$ cat config.mk
export PLATFORM = sky130hd
export DESIGN_NAME = tlp_fifo_arbiter
export DESIGN_NICKNAME = d
export VERILOG_FILES = /design/src/rtl/tlp_fifo_arbiter_pkg.sv /design/src/rtl/tlp_fifo_arbiter_rr_pick4.sv /design/src/rtl/tlp_fifo_arbiter.sv
export SDC_FILE = /design/constraint.sdc
export NUM_CORES = 1
export LEC_CHECK = 0
export CAP_MARGIN = 0
export CORE_MARGIN = 5
export CORE_UTILIZATION = 36
export DETAILED_ROUTE_END_ITERATION = 16
export PLACE_DENSITY_LB_ADDON = 0.12
export SLEW_MARGIN = 40
export SYNTH_ARGS = -nofsm -noshare
export SYNTH_HDL_FRONTEND = slang
export SYNTH_SLANG_ARGS = --single-unit
$ cat constraint.sdc
create_clock -name clk -period 1.8 [get_ports clk]
set_input_delay 0.27 -clock clk [delete_from_list [all_inputs] [get_ports clk]]
set_output_delay 0.27 -clock clk [all_outputs]
set_load 0.02 [all_outputs]
$ cat src/rtl/tlp_fifo_arbiter_pkg.sv
// Shared transaction-layer definitions: source count, byte width,
// burst limit and the read-scheduler FSM encoding.
package tlp_fifo_arbiter_pkg;

    localparam int NUM_SRC   = 4;
    localparam int DATA_W    = 8;
    localparam int BURST_MAX = 16;

    typedef enum logic {
        IDLE = 1'b0,
        READ = 1'b1
    } arb_state_e;

    function automatic logic [NUM_SRC-1:0] onehot4(input logic [1:0] idx);
        onehot4      = '0;
        onehot4[idx] = 1'b1;
    endfunction

endpackage

$ cat src/rtl/tlp_fifo_arbiter_rr_pick4.sv
// Combinational round-robin picker over four requesters.
// Ports: req[3:0] requests, last[1:0] previous winner,
//        idx[1:0] next winner (scan last+1 .. last+4), any = |req.
module rr_pick4 (
    input  logic [3:0] req,
    input  logic [1:0] last,
    output logic [1:0] idx,
    output logic       any
);

    logic [1:0] base;
    logic [7:0] req2;
    logic [3:0] rot;

    // rot[j] is the request of source (last + 1 + j) mod 4
    assign base = last + 2'd1;
    assign req2 = {req, req};
    assign rot  = req2[base +: 4];
    assign any  = |req;

    always_comb begin
        idx = last;
        priority case (1'b1)
            rot[0]:  idx = base;
            rot[1]:  idx = base + 2'd1;
            rot[2]:  idx = base + 2'd2;
            rot[3]:  idx = base + 2'd3;
            default: idx = last;
        endcase
    end

endmodule

$ cat src/rtl/tlp_fifo_arbiter.sv
// Round-robin burst read scheduler: four source FIFOs onto one TLP byte path.
// Ports: clk, rst_n (async, active-low); src_empty/src_en[3:0], src_data[31:0]
//        in; out_afull in; src_rd[3:0], out_wr, out_data[7:0], grant[1:0], busy out.
module tlp_fifo_arbiter
    import tlp_fifo_arbiter_pkg::*;
#(
    parameter int BURST = 4
) (
    input  logic        clk,
    input  logic        rst_n,
    input  logic [3:0]  src_empty,
    input  logic [31:0] src_data,
    input  logic [3:0]  src_en,
    input  logic        out_afull,
    output logic [3:0]  src_rd,
    output logic        out_wr,
    output logic [7:0]  out_data,
    output logic [1:0]  grant,
    output logic        busy
);

    arb_state_e state;
    arb_state_e state_nxt;

    logic [1:0] grant_nxt;
    logic [1:0] last;
    logic [1:0] last_nxt;
    logic [1:0] grant_d;
    logic [3:0] cnt;
    logic [3:0] cnt_nxt;
    logic [3:0] req;
    logic [1:0] pick_idx;
    logic       pick_any;
    logic       issue;
    logic       last_beat;

    assign req = ~src_empty & src_en;

    rr_pick4 u_pick (
        .req  (req),
        .last (last),
        .idx  (pick_idx),
        .any  (pick_any)
    );

    // Terminal issue is detected one count early so that BURST = 16
    // still fits the 4-bit counter.
    assign last_beat = (cnt == 4'(BURST - 1));

    always_comb begin
        state_nxt = state;
        grant_nxt = grant;
        last_nxt  = last;
        cnt_nxt   = cnt;
        issue     = 1'b0;
        unique case (state)
            IDLE: begin
                if (pick_any) begin
                    grant_nxt = pick_idx;
                    cnt_nxt   = 4'd0;
                    state_nxt = READ;
                end
            end
            READ: begin
                issue = ~src_empty[grant] & src_en[grant] & ~out_afull;
                if (issue && !last_beat) begin
                    cnt_nxt = cnt + 4'd1;
                end
                // out_afull only stalls; it never ends the grant
                if ((issue && last_beat) || src_empty[grant] || !src_en[grant]) begin
                    state_nxt = IDLE;
                    last_nxt  = grant;
                end
            end
            default: state_nxt = IDLE;
        endcase
    end

    always_ff @(posedge clk or negedge rst_n) begin
        if (!rst_n) begin
            state   <= IDLE;
            grant   <= 2'd0;
            last    <= 2'd3;
            cnt     <= 4'd0;
            out_wr  <= 1'b0;
            grant_d <= 2'd0;
        end else begin
            state   <= state_nxt;
            grant   <= grant_nxt;
            last    <= last_nxt;
            cnt     <= cnt_nxt;
            out_wr  <= issue;
            grant_d <= grant;
        end
    end

    // Sources have a registered read port: the byte popped at t is on
    // src_data at t+1, aligned with out_wr through grant_d.
    assign src_rd   = issue ? onehot4(grant) : 4'd0;
    assign out_data = src_data[grant_d * DATA_W +: DATA_W];
    assign busy     = (state == READ);

endmodule

==> flow_summary.json <==
{
  "arrival_ns": 1.61,
  "setup_viol": 4,
  "ys_ff_latch": 12,
  "worst_slack_ns": -0.0849,
  "grt_max_degree": 13,
  "synthTopCellsByArea": "dfrtp_1, mux4_2, nand2b_4",
  "p_leak_nw": 0.760,
  "cp.required_ns": 1.53,
  "die_y_um": 61.0,
  "final_cells": 186,
  "skew_ns": 0.0143,
  "die_area_um2": 3720,
  "startpoint_type": "input pin",
  "grt_pass1_vias": 1120,
  "cts.path.max_buffers": 2,
  "max_slew_margin_pct": 64.3,
  "drc_errors": 0,
  "finalPower_mw": 2.04,
  "gp_congestion": 0.827,
  "antenna_found_initial": 0,
  "cp_max_fo": 3,
  "cts_tree": "done",
  "cts.clk_slew.worst_paths_ns": 0.09,
  "powerDensity_nw_per_um2": 1180,
  "syn-cell-area_um2": 936,
  "status": "finished, violations left",
  "layout_common_cells": "clkdlybuf4s50_1, buf_4, mux4_2, dfrtp_1, buf_2",
  "synth_cells": 77,
  "syn_avg_cell_area_um2": 12.2,
  "hp-class": "in -> async",
  "synth_top_area_share_pct": 26.7,
  "wl_um": 3070,
  "io_pins": 59,
  "placedCellCount": 181,
  "cts_buffers": 3,
  "clock-sinks": 12,
  "synth_seq_area_share_pct": 32.4,
  "dp_hpwl_um": 2570,
  "antenna_left": 0,
  "period_share_pct": 105,
  "slew_viol_final": 0,
  "synth_cell_types": 37,
  "worst_pin_slew_ns": 0.533,
  "clk_root_buffer_cell": "clkbuf_4",
  "io_buffer_count": 58,
  "rows": 18,
  "diodes": 0,
  "drive_above_1_share_pct": 40.4,
  "yosys.area.top_type": "dfrtp_1",
  "viasPerCell": 5.54,
  "post_drt_wl_per_cell_um": 16.5,
  "grtUsageTotal_pct": 18.1,
  "period_minus_slack_ns": 1.88,
  "htreeDepth": 1,
  "first_pass_iters": 4,
  "ir_worst_vdd_mv": 0.874,
  "path_class": "in -> out",
  "yosysWarnings": 0,
  "overflow": 0,
  "syn_to_final_growth_pct": 84.5,
  "die_w_um": 61.0,
  "vias": 1031,
  "mostFrequentLayoutCell": "clkdlybuf4s50_1",
  "grt_setup_unrepaired": "yes",
  "place_ws_ns": -0.763,
  "drt_first_iter_violations": 52,
  "coreArea_um2": 2480,
  "hold_viol": 0,
  "grt_pass1_wl_um": 5040,
  "nets": 201,
  "syn-num-nets": 121,
  "violations": "negative setup slack",
  "end_kind": "output port",
  "cap_violations": 0,
  "ctsHoldBuffers": 0,
  "clk_latency_ns": 0.27,
  "start_util_pct": 37.8,
  "fmax_ghz": 0.531
}
## path summary, 6_finish.rpt
check                      startpoint   endpoint  slack [ns]  depth (start not counted)
max                         src_en[3]  src_rd[0]       -0.08                          7
max in group asynchronous       rst_n    last[0]        1.08                          1
min in group clk               cnt[0]     cnt[0]        0.54                          1
min                             rst_n     out_wr        0.34                          1
min reg2reg                    cnt[0]     cnt[0]        0.54                          1
max reg2reg                  grant[1]    last[0]           0                          5
## critical path: stages
cell           delay, ns
dlygate4sd2_1       0.24
and2b_2             0.20
mux4_2              0.50
nand2_2             0.10
buf_6               0.11
nor3_1              0.04
buf_2               0.15
## registers in the layout, indices dropped and copies added (netlist names)
| name | count |
|---|---|
| cnt | 4 |
| grant | 2 |
| grant_d | 2 |
| last | 2 |
| busy | 1 |
| out_wr | 1 |
## synthesized netlist by cell type
library cell / n
nand4_1: 1
ha_1: 1
inv_2: 1
nor3b_1: 2
buf_1: 1
o31ai_1: 1
o21ai_2: 1
a21oi_1: 2
mux4_2: 10
dfrtp_1: 10
nand2_1: 3
nor4b_1: 1
clkbuf_1: 1
nand2_2: 1
nor2b_1: 4
buf_6: 1
a31o_1: 1
a41o_2: 1
nand3_1: 2
nor3_1: 1
and2b_2: 1
mux2_1: 2
a41oi_1: 1
o22a_1: 2
buf_2: 1
nand2b_1: 2
a211oi_1: 1
mux2i_1: 2
o21ai_0: 4
o211ai_1: 2
and3_1: 2
nor2_1: 2
nand2b_4: 4
nand4b_1: 1
a2bb2oi_1: 1
o311ai_0: 1
dfstp_2: 2
## metal layers
metal  wire length [um]  global-route usage, %  vias up
li1                   -                      -      467
met1               1270                   21.9      505
met2               1370                   30.1       49
met3                366                   4.47       10
met4                 71                   8.67        0
met5                  0                      0        -
## where the power goes
group          leakage (nW)  internal, mW  switching, mW  total [mW]
clock                0.0150        0.0857         0.0896       0.175
sequential            0.147         0.386          0.123       0.510
combinational         0.598         0.747          0.607        1.35
total                 0.760          1.22          0.820        2.04
## timing repair
action	in CTS	in global routing
pin swaps	0	4
resized for setup	66	8
setup buffers	0	1
setup endpoints to repair	12	9
## final cells by class
| class | instances | area, um2 |
|---|---|---|
| clock buffers | 4 | 26.3 |
| fillers | 200 | 751 |
| inverters | 1 | 3.75 |
| multi-input cells | 60 | 647 |
| flip-flops and latches | 12 | 303 |
| well taps | 30 | 37.5 |
| repair buffers | 79 | 709 |
## through the flow
step                      util [%]  cell area, um2  TNS (ns)  hold slack [ns]
after floorplan                  -             946         0          -0.0256
after global routing          69.7            1730    -0.753            0.397
after detailed placement      68.7            1700     -5.43            0.531
after CTS                     68.2            1690    -0.432            0.369
after global placement        68.7            1700     -5.01            0.513
final                         69.7            1730    -0.324            0.340
## kinds of logic after synthesis
kind of cell               count (synthesis)  synth area share, %
adders and majority gates                  1                 1.34
buffers and inverters                      5                 2.94
DFF                                       12                 32.4
and+or+nand+nor                           27                 20.6
AOI/OAI and AO/OA                         18                 14.2
muxes                                     14                 28.6
Note: power is estimated with default switching activity, not from simulation.
